[src/rtl/ps2_byte_receiver.sv]
// ----------------------------------------------------------------------------
// ps2_byte_receiver
//
// Turns the raw device-to-host PS/2 line (ps2_clk / ps2_dat) into validated
// scan-code bytes for the downstream keyboard decoder.
//
// A frame is 11 bits: start(0), 8 data bits LSB-first, odd parity, stop(1).
// Every bit is sampled on a falling edge of ps2_clk. An accepted byte moves
// the previous byte to ps2_out, so a break sequence (F0 xx) appears as
// ps2_out == 8'hF0 together with ps2_key_data == xx.
//
// Optional build macro:
//   PS2_RX_PARITY_CHECK_EN  defined   -> odd parity enforced; a mismatch
//                                        discards the byte and pulses
//                                        frame_error.
//                           undefined -> the parity bit is sampled but ignored.
//
// Parameters:
//   TIMEOUT_CYCLES  system clocks allowed between ps2_clk falls inside a
//                   frame before the frame is abandoned (2..65535).
//
// Ports:
//   clock            system clock, rising edge
//   reset            asynchronous, active-low reset
//   ps2_clk          raw PS/2 clock pin (asynchronous, idle high)
//   ps2_dat          raw PS/2 data pin  (asynchronous, idle high)
//   ps2_key_data     last accepted byte, held until the next one
//   ps2_key_pressed  one-cycle strobe: ps2_key_data just updated
//   ps2_out          byte accepted before the current ps2_key_data
//   frame_error      one-cycle strobe: frame discarded
// ----------------------------------------------------------------------------
module ps2_byte_receiver #(
  parameter int unsigned TIMEOUT_CYCLES = 50000
) (
  input  logic       clock,
  input  logic       reset,
  input  logic       ps2_clk,
  input  logic       ps2_dat,
  output logic [7:0] ps2_key_data,
  output logic       ps2_key_pressed,
  output logic [7:0] ps2_out,
  output logic       frame_error
);

  localparam logic [15:0] TIMEOUT_LAST = 16'(TIMEOUT_CYCLES - 1);

  typedef enum logic [1:0] {
    IDLE   = 2'd0,
    DATA   = 2'd1,
    PARITY = 2'd2,
    STOP   = 2'd3
  } state_t;

  // --------------------------------------------------------------------------
  // Two-flop synchronisers; bit 0 = ps2_clk, bit 1 = ps2_dat. Both reset to
  // the idle-high level so a reset never fabricates a falling edge.
  // --------------------------------------------------------------------------
  logic [1:0] line_raw;
  logic [1:0] line_sync;

  assign line_raw = {ps2_dat, ps2_clk};

  generate
    for (genvar gi = 0; gi < 2; gi++) begin : g_sync
      logic meta_reg;
      logic sync_reg;

      always_ff @(posedge clock or negedge reset) begin
        if (!reset) begin
          meta_reg <= 1'b1;
          sync_reg <= 1'b1;
        end else begin
          meta_reg <= line_raw[gi];
          sync_reg <= meta_reg;
        end
      end

      assign line_sync[gi] = sync_reg;
    end
  endgenerate

  logic clk_sync;
  logic dat_sync;
  logic clk_prev_reg;
  logic fall;

  assign clk_sync = line_sync[0];
  assign dat_sync = line_sync[1];
  assign fall     = clk_prev_reg & ~clk_sync;

  // --------------------------------------------------------------------------
  // Frame state
  // --------------------------------------------------------------------------
  state_t      state_reg,    state_next;
  logic [2:0]  bit_cnt_reg,  bit_cnt_next;
  logic [7:0]  shift_reg,    shift_next;
  logic        parity_reg,   parity_next;
  logic [15:0] tmo_cnt_reg,  tmo_cnt_next;
  logic [7:0]  key_data_reg, key_data_next;
  logic [7:0]  out_reg,      out_next;
  logic        pressed_reg,  pressed_next;
  logic        error_reg,    error_next;
  logic        parity_ok;

`ifdef PS2_RX_PARITY_CHECK_EN
  // Odd parity: data plus parity bit must carry an odd number of ones.
  assign parity_ok = ^{shift_reg, parity_reg};
`else
  logic unused_parity;
  assign parity_ok     = 1'b1;
  assign unused_parity = parity_reg;
`endif

  always_ff @(posedge clock or negedge reset) begin
    if (!reset) begin
      clk_prev_reg <= 1'b1;
      state_reg    <= IDLE;
      bit_cnt_reg  <= 3'd0;
      shift_reg    <= 8'h00;
      parity_reg   <= 1'b0;
      tmo_cnt_reg  <= 16'd0;
      key_data_reg <= 8'h00;
      out_reg      <= 8'h00;
      pressed_reg  <= 1'b0;
      error_reg    <= 1'b0;
    end else begin
      clk_prev_reg <= clk_sync;
      state_reg    <= state_next;
      bit_cnt_reg  <= bit_cnt_next;
      shift_reg    <= shift_next;
      parity_reg   <= parity_next;
      tmo_cnt_reg  <= tmo_cnt_next;
      key_data_reg <= key_data_next;
      out_reg      <= out_next;
      pressed_reg  <= pressed_next;
      error_reg    <= error_next;
    end
  end

  always_comb begin
    state_next    = state_reg;
    bit_cnt_next  = bit_cnt_reg;
    shift_next    = shift_reg;
    parity_next   = parity_reg;
    key_data_next = key_data_reg;
    out_next      = out_reg;
    pressed_next  = 1'b0;
    error_next    = 1'b0;
    // The watchdog only runs while a frame is in progress.
    tmo_cnt_next  = (state_reg == IDLE || fall) ? 16'd0 : tmo_cnt_reg + 16'd1;

    case (state_reg)
      IDLE: begin
        // A fall with data high is line noise, not a start bit.
        if (fall && !dat_sync) begin
          state_next   = DATA;
          bit_cnt_next = 3'd0;
        end
      end
      DATA: begin
        if (fall) begin
          shift_next   = {dat_sync, shift_reg[7:1]};
          bit_cnt_next = bit_cnt_reg + 3'd1;
          if (bit_cnt_reg == 3'd7) begin
            state_next = PARITY;
          end
        end
      end
      PARITY: begin
        if (fall) begin
          parity_next = dat_sync;
          state_next  = STOP;
        end
      end
      STOP: begin
        if (fall) begin
          state_next = IDLE;
          if (dat_sync && parity_ok) begin
            out_next      = key_data_reg;
            key_data_next = shift_reg;
            pressed_next  = 1'b1;
          end else begin
            error_next = 1'b1;
          end
        end
      end
      default: state_next = IDLE;
    endcase

    // A fall in the same cycle counts as progress, so it wins over the timeout.
    if (state_reg != IDLE && !fall && tmo_cnt_reg == TIMEOUT_LAST) begin
      state_next   = IDLE;
      error_next   = 1'b1;
      tmo_cnt_next = 16'd0;
    end
  end

  assign ps2_key_data    = key_data_reg;
  assign ps2_key_pressed = pressed_reg;
  assign ps2_out         = out_reg;
  assign frame_error     = error_reg;

endmodule
[config.mk]
export PLATFORM = sky130hd
export DESIGN_NAME = ps2_byte_receiver
export DESIGN_NICKNAME = d
export VERILOG_FILES = /design/src/rtl/ps2_byte_receiver.sv
export SDC_FILE = /design/constraint.sdc
export NUM_CORES = 1
export LEC_CHECK = 0
export ABC_AREA = 1
export BUFFER_PORTS_ARGS = -buffer_cell sky130_fd_sc_hd__buf_2
export CAP_MARGIN = 5
export CORE_AREA = 2 2 73 75
export CTS_CLUSTER_SIZE = 25
export DETAILED_ROUTE_END_ITERATION = 8
export DIE_AREA = 0 0 75 77
export PLACE_DENSITY = 0.68
export SYNTH_ARGS = -nofsm -noshare
export SYNTH_HDL_FRONTEND = slang
export SYNTH_SLANG_ARGS = --single-unit
[constraint.sdc]
create_clock -name clock -period 3.6 [get_ports clock]
set_input_delay 0.36 -clock clock [delete_from_list [all_inputs] [get_ports clock]]
set_output_delay 0.36 -clock clock [all_outputs]
set_load 0.01 [all_outputs]
# After elaboration in Yosys (flattened, before gate mapping)
# Index checks and enable logic that the tools add are counted.
# W data, S select, Z words.
[word_totals]
ramBits = 0
latchBits = 0
out_inout_bits = 18
mem_count = 0
reg_bits = 52
romBits = 0
[op_classes]
shift = 0
n_reduce_logical = 13
eq_ne = 12
magnitude_cmp = 0
multipliers = 0
bitwise_logic = 2
n_div = 0
n_addsub = 2
n_mux = 19
[ops]
columns = ["cell", "count"]
rows = [
  ["$mux W16", 2],
  ["$add A16 B1 Y16 const B", 1],
  ["$eq A16 B16 Y1 const B", 1],
  ["$mux W2", 6],
  ["$ne A3 B3 Y1 const B", 4],
  ["$pmux W2 S4", 1],
  ["$mux W1", 7],
  ["$mux W3", 2],
  ["$pmux W3 S2", 1],
  ["$reduce_and A3 Y1", 2],
  ["$reduce_and A5 Y1", 1],
  ["$eq A2 B2 Y1 const B", 2],
  ["$reduce_bool A2 Y1", 2],
  ["$add A3 B1 Y3 const B", 1],
  ["$eq A3 B3 Y1 const B", 1],
  ["$logic_and A1 B1 Y1", 3],
  ["$ne A3 B1 Y1 const B", 1],
  ["$eq A2 B1 Y1 const B", 1],
  ["$logic_not A1 Y1", 2],
  ["$logic_not A2 Y1", 1],
  ["$ne A2 B1 Y1 const B", 1],
  ["$ne A2 B2 Y1 const B", 1],
  ["$reduce_and A2 Y1", 1],
  ["$and A1 B1 Y1", 1],
  ["2 further kinds", 2],
]

# Logic depth before layout (Yosys ltp)
# Gate-level depths: netlist (run 1).
[logic_depth]
depth_word = 7
ltp_mapped = 11
mapped_depth_nobuf = 11

# Worst setup path after synthesis (run 1)
# No wires, ideal clock.
[synth_timing]
path_kind = "reg-to-reg"
from = "register state_reg[0]"
to = "register tmo_cnt_reg[4]"
setup_slack_ns = 2.167
t_arrival_ns = 1.320
required_ns = 3.487
stages_incl_launch_ff = 10
period_less_slack_ns = 1.433
path_buffers = 0
path_cell_list = "dfrtp_1 -> inv_1 -> ha_1 -> inv_1 -> nand2_4 -> nor2_1 -> nand3_2 -> nand2_2 -> or2_1 -> inv_1"
[synth_via]
elab_chain_cells = 4
word_cells_on_any_way = 7
cone_classes = "mux: 2; reduce/logical: 5"
[synth_rtl]
columns = ["element", "line_no", "source"]
rows = [
  ["start: declaration", "94", "state_t state_reg, state_next;"],
  ["start signal: assignment", "128", "state_reg <= state_next;"],
  ["$logic_not A2 Y1 or $reduce_bool A2 Y1 (tied branches)", "150, 191", ""],
  ["$logic_or A1 B1 Y1 or $logic_and A1 B1 Y1 (tied branches)", "150, 191", ""],
  ["$mux W16 or $logic_and A1 B1 Y1 (tied branches)", "150, 191", ""],
  ["$mux W16 (*)", "191", "if (state_reg != IDLE && !fall && tmo_cnt_reg == TIMEOUT_LAST) begin"],
  ["via tmo_cnt_next[4]", "98", "logic [15:0] tmo_cnt_reg, tmo_cnt_next;"],
  ["end signal: assignment", "132", "tmo_cnt_reg <= tmo_cnt_next;"],
  ["end: declaration", "98", ""],
]
# Mark *: on every way through the listed nets, which the timed path passes. The rest lies on a longest branch.
# A chain may end at the register's enable or synchronous reset.

# Final worst setup path (run 1)
[layout_timing]
from = "register state_reg[0]"
to = "register out_reg[3] (netlist: ps2_out[3])"
[layout_via]
elab_chain_cells = 2
[layout_rtl]
columns = ["element", "line_no", "source"]
rows = [
  ["$eq A2 B2 Y1", "152", "case (state_reg)"],
  ["$reduce_and A3 Y1 (no line)", "-", ""],
  ["end signal: assignment", "134", "out_reg <= out_next;"],
  ["end: declaration", "100", "logic [7:0] out_reg, out_next;"],
]
# No other way between the ends.

==> impl_results.md, run 1 <==
- Cell chain of the critical path: ha_1, inv_1, nor3_4, inv_4, nand2_1, o21ai_2
- Most common cell after layout, fill and taps aside: nand2_1
- WP depth: 6
- Crit-path max cell delay: ~0.54 ns
- Status: completed
- Die area: slightly below 0.006 sq mm
- Clock Path Buffers: 2
- Slowest cell on crit path: nor3_4
- ANT cells: 0
- Critical path class: flop to flop
- Initial core utilization: roughly 49%
- Top_reg_cell synth: dfrtp_1
- Largest net degree at the start of global routing: 35
- Metal-1 WL: around 2000 um
- Syn Nets: slightly below 300
- Grt total ovfl: 0
- # rows: 26
- Worst Setup SP: state_reg[0]$_DFFE_PN0P_
- Final setup violation count: 0
- Routed len/inst: 11.23 um
- Syn. warnings: 0
- CP arrival: roughly 1.9 ns
- Clock buffer count from CTS: 5
- Clock transition at path regs: 0.09 ns
- Critical path launch point type: flop
- Die X: 75 um
- H-tree depth: 2
- Register area share after synthesis: approximately 54%
- Synth Register Bits: 52
- DRC viols: 0
- Critical Path RT: ~3.8 ns
- Max reg flops: 16
- Max-cap viol count: 0
- Drt total wl: approximately 4200 um
- RSZ-0062 raised after global routing: no
- Largest vdd supply drop: between 0.0003 and 0.0004 V
- CTS tree: done
- # resized after CTS: 0
- Syn Inst Count: roughly 280
- Die Y-Extent: approximately 77 um
- Min cycle time layout: 1.701 ns
- Clock latency on the worst-skew pair: around 0.31 ns
- Area Growth Syn to Fin: 11.43%
- Most frequent cells in the layout: 64 x nand2_1, 47 x dfrtp_1, 38 x nor2_1
- CP Capture Type: flop
- Layout cells sized above 1: between 10% and 20%
- Worst r2r src: state_reg[0]$_DFFE_PN0P_
- Worst Hold Class: input port to flop
- Worst-Margin Slew: between 0.6 and 0.7 ns
- Static leakage: roughly 1.4 nW
- R2R setup slack: between 1.5 and 2 ns
- Worst r2r dst: ps2_out[3]$_DFFE_PN0P_
- Final ANT Viol Nets: 0
- Post-synth EDFFs: 0
- CP endpoint: ps2_out[3]$_DFFE_PN0P_
- Clock Skew: between 0.006 and 0.007 ns
- Fin. max-slew vios: 0
- Final period utilization: approximately 47%
- 1st-iter DRT viols: between 100 and 150
- Metal3 WL: ~130 um
- CTS Root Cell: clkbuf_8
- Clock sink count: 52
- Ys async rst share: 100.0%
- Cell variety after synth: 30
- Worst R2R Path Depth: 6
- Buf/Inv on CP: 2
- Final Hold Viols: 0
- FMAX: roughly 590 MHz
- GRT Resource Usage Total: between 10% and 20%
- Syn_area_per_cell: 8.776 sq um
- Highest routed layer: met4
- Max-slew headroom: a little under 60%
- Cell Area, Synth: 0.002431 sq mm
- TNS Setup: 0 ns
- First-pass GRT wire length: around 7500 um
- CP top delay family: simple AND/OR/NAND/NOR gates
- Via/cell ratio: 4.717
- WHS: around 0.14 ns
- Place WS: around 1.9 ns
- Io pins: 22
- HPWL Detailed: 3048 um
- WL met2: 1988 um
- Setup WS post-layout: 1.899 ns
- First-pass DRT Iterations: 4
- GP Congestion: about 0.94
- Pwr/cell area: ~600 mW/mm^2
- IO buf count: 21
- Final nets: between 300 and 400
- Vias in the first global route: 1,694
- Vias: 1,769
- Initial antenna violation count: 0
- Critical path peak fanout: 18
- Core box area: 0.004977 sq mm
## timing repair
action / 4_1_cts / 5_1_grt
endpoints found under the hold margin: 13 / 0
setup buffers: 0 / 0
hold buffers: 1 / 0
## how the worst min path moves through the flow
stage,startpoint,end,slack (ns),cells after the start
floorplan,reset,bit_cnt_reg[0]$_DFFE_PN0P_,0.06,0
global placement,reset,ps2_key_data[6]$_DFFE_PN0P_,0.31,1
detailed placement,reset,ps2_key_data[5]$_DFFE_PN0P_,0.32,1
CTS,ps2_dat,g_sync[1].meta_reg$_DFF_PN1_,0.13,1
global route,ps2_dat,g_sync[1].meta_reg$_DFF_PN1_,0.12,1
finish,ps2_clk,g_sync[0].meta_reg$_DFF_PN1_,0.14,1
## synthesized netlist by cell type (2+ instances only)
cell	count	area share, %
nor2_1	38	5.9
or2_1	2	0.51
inv_1	37	5.7
nand2_1	64	9.9
o21ai_2	8	2.9
nand3_1	13	2.7
nand2_2	3	0.77
dfstp_2	5	5.4
dfrtp_1	47	48
or2_2	2	0.51
nand4_1	5	1.3
inv_2	2	0.31
nor3_1	5	1.0
o21ai_0	15	3.1
ha_1	8	4.1
xor2_1	5	1.8
a21oi_1	5	1.0
## layout make-up
cell class	instances	area, sq um
Timing Repair Buffer	23	122.6
Clock buffer	5	68.82
Tap cell	70	87.58
Inverter	40	152.6
Fill cell	478	2268
Multi-Input combinational cell	182	947.2
Sequential cell	52	1308
Clock inverter	3	22.52
## power breakdown
| part | total (W) | leakage, nW | switching, W | internal [W] |
|---|---|---|---|---|
| Clock | 0.000337 | 0.0485 | 0.000198 | 0.000140 |
| Sequential | 0.000809 | 0.682 | 0.0000843 | 0.000725 |
| Combinational | 0.000482 | 0.652 | 0.000298 | 0.000184 |
| Total | 0.00163 | 1.38 | 0.000580 | 0.00105 |
## stage by stage
step / util, % / power (W) / instances / instance area, sq um
after floorplan: - / 0.001150 / 277 / 2431
after global placement: 52.39 / 0.001289 / 366 / 2608
after detailed placement: 52.39 / 0.001309 / 366 / 2608
after CTS: 54.42 / 0.001658 / 375 / 2709
after global routing: 54.42 / 0.001759 / 375 / 2709
final: 54.42 / 0.001629 / 375 / 2709
## logic make-up (layout without fill, tap and decap cells)
| group | Yosys count | after routing | share of synthesized area [%] |
|---|---|---|---|
| fa+ha+maj | 8 | 8 | 4.118 |
| flops | 52 | 52 | 53.78 |
| buf+inv | 43 | 71 | 7.257 |
| xor+xnor | 6 | 6 | 2.162 |
| compound gates | 28 | 28 | 6.999 |
| mux | 1 | 1 | 0.4632 |
| simple gates | 139 | 139 | 25.22 |
## worst reg2reg max path: cells and delay by family, from the launching register on
| kind | cells | cell delay (ns) |
|---|---|---|
| flip-flops | 1 | 0.41 |
| adder cells (fa/ha/maj) | 1 | 0.17 |
| buffers and inverters | 2 | 0.30 |
| AND/OR/NAND/NOR | 2 | 0.67 |
| AO/OA/AOI/OAI | 1 | 0.05 |
## metal layers
layer	GRT usage, %	vias up
met4	6.964	0
met3	3.548	7
met1	21.94	823
met2	26.58	25
met5	0	-
li1	-	914
Note: power is estimated with default switching activity, not from simulation.
==> inputs of run 2 (changes only) <==
Clock period 3.6 ns to 1.65 ns, I/O delays scaled along.
==> run 2 against run 1 <==
Via count increased by 2.0%. Utilization rose by 2.1 points. Register-to-register slack worse by 1.8 ns. Hold slack improved by 0.19 ns.
==> impl_results.md, run 2 (synthesis results as in run 1) <==
- H-tree depth: 2
- Sequential group share of total power: 48.8%
- Final period utilization: slightly above 90%
- Initial core utilization: between 40% and 50%
- Core box area: between 0.004 and 0.005 sq mm
- Vias in the first global route: ~1,700
- Final Hold Viols: 0
- Metal3 WL: roughly 94 um
- Clock Skew: approximately 0.0090 ns
- Drt total wl: 4292 um
- Clock latency on the worst-skew pair: about 0.31 ns
- Pwr/cell area: approximately 1300 mW/mm^2
- Via/cell ratio: approximately 4.7
- Routed len/inst: 11.21 um
- 1st-iter DRT viols: approximately 120
- IO buf count: 21
- Tot Pwr: roughly 0.0036 W
- Worst Hold Class: input port to async pin
- GP Congestion: slightly above 0.9
- Sw frac: between 30 and 40%
- First-pass GRT wire length: 7452 um
- Io pins: 22
- Worst-Margin Slew: about 0.46 ns
- Die X: around 75 um
- Initial antenna violation count: 0
- Largest net degree at the start of global routing: 33
- Most frequent cells in the layout: 64 x nand2_1, 47 x dfrtp_1, 36 x inv_1, 36 x nor2_1, 21 x buf_2
- Critical path peak fanout: 10
- CP Capture Type: flop
- Clock sink count: 52
- Final ANT Viol Nets: 0
- Layout cells sized above 1: 20.77%
- Critical Path RT: about 1.9 ns
- First-pass DRT Iterations: 4
- Clock Path Buffers: 2
- Fin. max-slew vios: 0
- Pint: around 0.0023 W
- HPWL Detailed: 3258 um
- Slowest cell on crit path: dfrtp_1
- Max-slew headroom: 69.15%
- Max reg flops: 16
- Buf/Inv on CP: 3
- Critical path class: flop to flop
- Static leakage: between 1 and 1.5 nW
- DRC viols: 0
- Status: completed
- Most common cell after layout, fill and taps aside: nand2_1
- Highest routed layer: met4
- Clock network fraction of design power: between 20 and 25%
- Layout Utilization: 56.49%
- Grt total ovfl: 0
- FMAX: 652.0 MHz
- WL met2: ~2100 um
- # rows: 26
- Critical path launch point type: flop
- CTS tree: done
- Min cycle time layout: 1.534 ns
- Crit-path max cell delay: 0.40 ns
- Final setup violation count: 0
- Final nets: 324
- Die area: about 0.0058 sq mm
- ANT cells: 0
- Vias: between 1,500 and 2,000
- Max-cap viol count: 0
- Combinational power share: 31.0%
- GRT Resource Usage Total: 16.57%
- Clock transition at path regs: roughly 0.09 ns
- CTS Root Cell: clkbuf_8
- Net load switching power: 0.001282 W
- Metal-1 WL: between 2000 and 2500 um
- Clock buffer count from CTS: 5
- CP top delay family: simple AND/OR/NAND/NOR gates
- Die Y-Extent: 77 um
- Area Growth Syn to Fin: 15.65%
- Cell chain of the critical path: inv_1, ha_1, inv_2, nand2_4, nor2_4, nand3_4, buf_4, nand4_1, nand2_1
- Largest vdd supply drop: around 0.00065 V
- CP arrival: about 1.7 ns
## run 2: through the flow
step	cells	setup TNS (ns)	area (sq um)	setup WS (ns)	hold WS (ns)
detailed placement	370	0	2650	0.05401	0.1498
floorplan	277	0	2431	0.2172	-0.1306
global placement	370	0	2650	0.1146	0.1464
global route	383	-0.002790	2811	-0.002790	0.3683
CTS	381	0	2771	0.03443	0.3452
finish	383	0	2811	0.1162	0.3383
## run 2: final cells by class
cell class | instances | area [sq um]
clock inverters | 3 | 22.52
inverters | 40 | 152.6
repair buffers | 31 | 200.2
well taps | 70 | 87.58
flip-flops and latches | 52 | 1308
fillers | 473 | 2166
multi-input cells | 182 | 972.2
clock buffers | 5 | 68.82
## run 2: metal layers
| layer | track usage [%] | vias up |
|---|---|---|
| met1 | 22.34 | 845 |
| li1 | - | 940 |
| met4 | 4.286 | 0 |
| met3 | 4.336 | 2 |
| met5 | 0 | - |
| met2 | 26.32 | 17 |
## run 2: power groups by stage
stage | clock (W) | sequential [W] | combinational [W]
finish | 0.000734 | 0.00176 | 0.00112
global placement | 0 | 0.00178 | 0.00106
detailed placement | 0 | 0.00179 | 0.00109
floorplan | 0 | 0.00183 | 0.000682
global route | 0.000810 | 0.00181 | 0.00129
CTS | 0.000764 | 0.00177 | 0.00110
## run 2: final timing paths
check                      depth (start not counted)  slack (ns)                        to                    startpoint
min                                                2        0.34    ps2_out[7]$_DFFE_PN0P_                         reset
min reg2reg                                        0        0.36        clk_sync$_DFF_PN1_  g_sync[0].meta_reg$_DFF_PN1_
max in group asynchronous                          3        0.80  shift_reg[5]$_DFFE_PN0P_                         reset
max                                                9        0.12  state_reg[1]$_DFFE_PN0P_      state_reg[0]$_DFFE_PN0P_
max reg2reg                                        9        0.12  state_reg[1]$_DFFE_PN0P_      state_reg[0]$_DFFE_PN0P_
min in group clock                                 0        0.36        clk_sync$_DFF_PN1_  g_sync[0].meta_reg$_DFF_PN1_
## run 2: timing repair
item,CTS,global route
buffers inserted,0,2
endpoints found under the hold margin,17,0
gates resized for setup,0,7
hold buffers,3,0
endpoints found under the setup margin,0,7
==> inputs of run 3 (changes only) <==
Settings changed: ABC_AREA 1 to default, CORE_AREA 2 2 73 75 to 2 2 72 74, DIE_AREA 0 0 75 77 to 0 0 74 76.
==> run 3 against run 2 <==
Sequential share of layout area increased by 0.50 points. Clock-buffer cell count unchanged. Clock power increased by 1%. Via count decreased by 20%. Routed wire length decreased by 11%. Synthesized cell count decreased by 33%.
==> impl_results.md, run 3 <==
- Worst Hold Class: flop to flop
- Max reg flops: 16
- Worst Setup SP: state_reg[1]$_DFFE_PN0P_
- Final ANT Viol Nets: 0
- Ys async rst share: 100.0%
- Largest vdd supply drop: 0.0009074 V
- TNS Setup: 0 ns
- Pwr/cell area: between 1000 and 1500 mW/mm^2
- Status: completed
- Syn Nets: slightly below 200
- CTS Root Cell: clkbuf_8
- Worst r2r src: state_reg[1]$_DFFE_PN0P_
- Initial antenna violation count: 0
- Count leader, synth: dfrtp_1
- Hold_sp: g_sync[1].meta_reg$_DFF_PN1_
- Register area share after synthesis: 55.17%
- Min cycle time layout: 1.549 ns
- Static leakage: 1.342 nW
- IO buf count: 21
- Final Hold Viols: 0
- Simple-gate share of the synthesized area: about 17%
- Most frequent cells in the layout: 47 x dfrtp_1, 25 x mux2_2, 21 x buf_2
- Syn. warnings: 0
- Clock Path Buffers: 2
- Post-synthesis compound-gate area fraction: 3.854%
- CP Capture Type: flop
- FMAX: 645.4 MHz
- H-tree depth: 2
- Routed len/inst: ~13 um
- Synth cell count leaders: 47 x dfrtp_1, 25 x mux2_2, 16 x nor2_1, 12 x xnor2_1
- Main combinational cell family by area after synthesis: simple AND/OR/NAND/NOR gates
- Final setup violation count: 0
- Critical path peak fanout: 5
- Vias in the first global route: 1,468
- Die Y-Extent: about 76 um
- Fin. max-slew vios: 0
- Worst-Margin Slew: between 0.2 and 0.3 ns
- Clock latency on the worst-skew pair: about 0.3 ns
- WHS: roughly 0.36 ns
- Cell taking the most area after synthesis: dfrtp_1
- Area of the multi-input gates: a little over 0.001 sq mm
- Grt total ovfl: 0
- Initial core utilization: between 40% and 50%
- 1st-iter DRT viols: 34
- Io pins: 22
- Via/cell ratio: between 4 and 5
- Critical path class: flop to flop
- Max-slew headroom: between 70% and 80%
- Vias: 1,451
- Adder-cell share of the synthesized area: roughly 4.2%
- Clock transition at path regs: about 0.10 ns
- Fillers: 419
- Final nets: 237
- Syn_area_per_cell: 12.74 sq um
- HPWL Detailed: 2638 um
- Clock buffer count from CTS: 5
- Post-synth EDFFs: 0
- Sequential cell area: 0.001308 sq mm
- Hold Crit Depth: 0
- Largest net degree at the start of global routing: 53
- Top_reg_cell synth: dfrtp_1
- First-pass DRT Iterations: 4
- # rows: 26
- RSZ-0062 raised after global routing: no
- GRT Resource Usage Total: 14.98%
- Max-cap viol count: 0
- CTS tree: done
- Area Growth Syn to Fin: 17.37%
- Clock sink count: between 50 and 60
- XOR/XNOR Fraction of Synth Area: ~5.2%
- Cell variety after synth: between 40 and 50
- Critical Path RT: approximately 1.8 ns
- Final period utilization: between 90% and 100%
- ANT cells: 0
- Core box area: about 0.0049 sq mm
- Syn Inst Count: 186
- CP arrival: approximately 1.7 ns
- First-pass GRT wire length: between 6000 and 7000 um
- Synth top area share: 49.63%
- Drt total wl: 3808 um
- Critical path launch point type: flop
- Die X: 74 um
- Synth area leaders: dfrtp_1 50%, mux2_2 12%, dfstp_2 5.5%
- Layout cells sized above 1: between 30% and 40%
- Post-route cell area: 0.002781 sq mm
- Worst R2R Path Depth: 6
- Cell Area, Placed: 0.002650 sq mm
- Synth Register Bits: 52
- Most common cell after layout, fill and taps aside: dfrtp_1
- GP Congestion: just under 0.8
- Die area: roughly 0.0056 sq mm
- DRC viols: 0
- Cell Area, Synth: approximately 0.0024 sq mm
- Clock Skew: between 0.004 and 0.005 ns
- Mux contribution to synthesized area: about an eighth
## run 3: changes by cell type in the layout (fill, tap and decap cells not counted), moves of 11 or more
cell and change:
inv_1 -28, o21ai_0 -11, mux2_2 +24, nor2_1 -20, nand2_1 -57, xnor2_1 +11
## run 3: layout make-up
type                    instances  area share (%)
flip-flops and latches         52           47.01
repair buffers                 36           8.997
well taps                      70           3.149
inverters                       8           1.080
multi-input cells             122           36.30
clock buffers                   5           2.474
clock inverters                 3          0.9897
## run 3: worst max-delay path: stages (launching register included)
cell and delay [ns]:
dfrtp_1 0.42, inv_1 0.12, ha_1 0.26, inv_1 0.13, o221a_2 0.31, a21oi_1 0.14
nor3_1 0.06
## run 3: power breakdown
group          internal [W]  switching (W)
logic              0.000528       0.000550
clock network      0.000312       0.000433
registers           0.00156       0.000202
total               0.00240        0.00119
## run 3: what timing repair did
item,in CTS,in global routing
gates resized for setup,0,2
hold buffers,3,0
buffers inserted,0,0
setup endpoints to repair,0,2
endpoints found under the hold margin,49,0
## run 3: stage by stage
| stage | worst slack [ns] | utilization [%] | power (W) | instances |
|---|---|---|---|---|
| 6_report | 0.1007 | 56.62 | 0.003586 | 296 |
| 5_1_grt | 0.001071 | 56.62 | 0.003856 | 296 |
| 4_1_cts | 0.05524 | 56.52 | 0.003625 | 296 |
| 3_5_place_dp | 0.07490 | 53.95 | 0.002861 | 285 |
| 3_3_place_gp | 0.1175 | 53.95 | 0.002832 | 285 |
| 2_1_floorplan | 0.1475 | - | 0.002510 | 186 |
## run 3: cell families after synthesis
kind of cell | count (synthesis)
compound gates | 14
xor+xnor | 14
fa+ha+maj | 8
buf+inv | 12
flops | 52
mux | 25
simple gates | 61
## run 3: per-layer routing
layer	vias to the layer above	GRT usage, %	share of wire [%]
met5	-	0	0
li1	726	-	-
met3	4	2.910	3.0
met4	0	6.545	1.3
met1	702	20.18	47
met2	19	23.30	49
## run 3: path summary, 6_finish.rpt
path                                            end  slack [ns]
setup / recovery           state_reg[0]$_DFFE_PN0P_        0.10
hold / removal                   dat_sync$_DFF_PN1_        0.36
setup reg to reg           state_reg[0]$_DFFE_PN0P_        0.10
hold reg to reg                  dat_sync$_DFF_PN1_        0.36
max in group asynchronous        dat_sync$_DFF_PN1_        1.00
min in group asynchronous  tmo_cnt_reg[8]$_DFF_PN0_        0.37
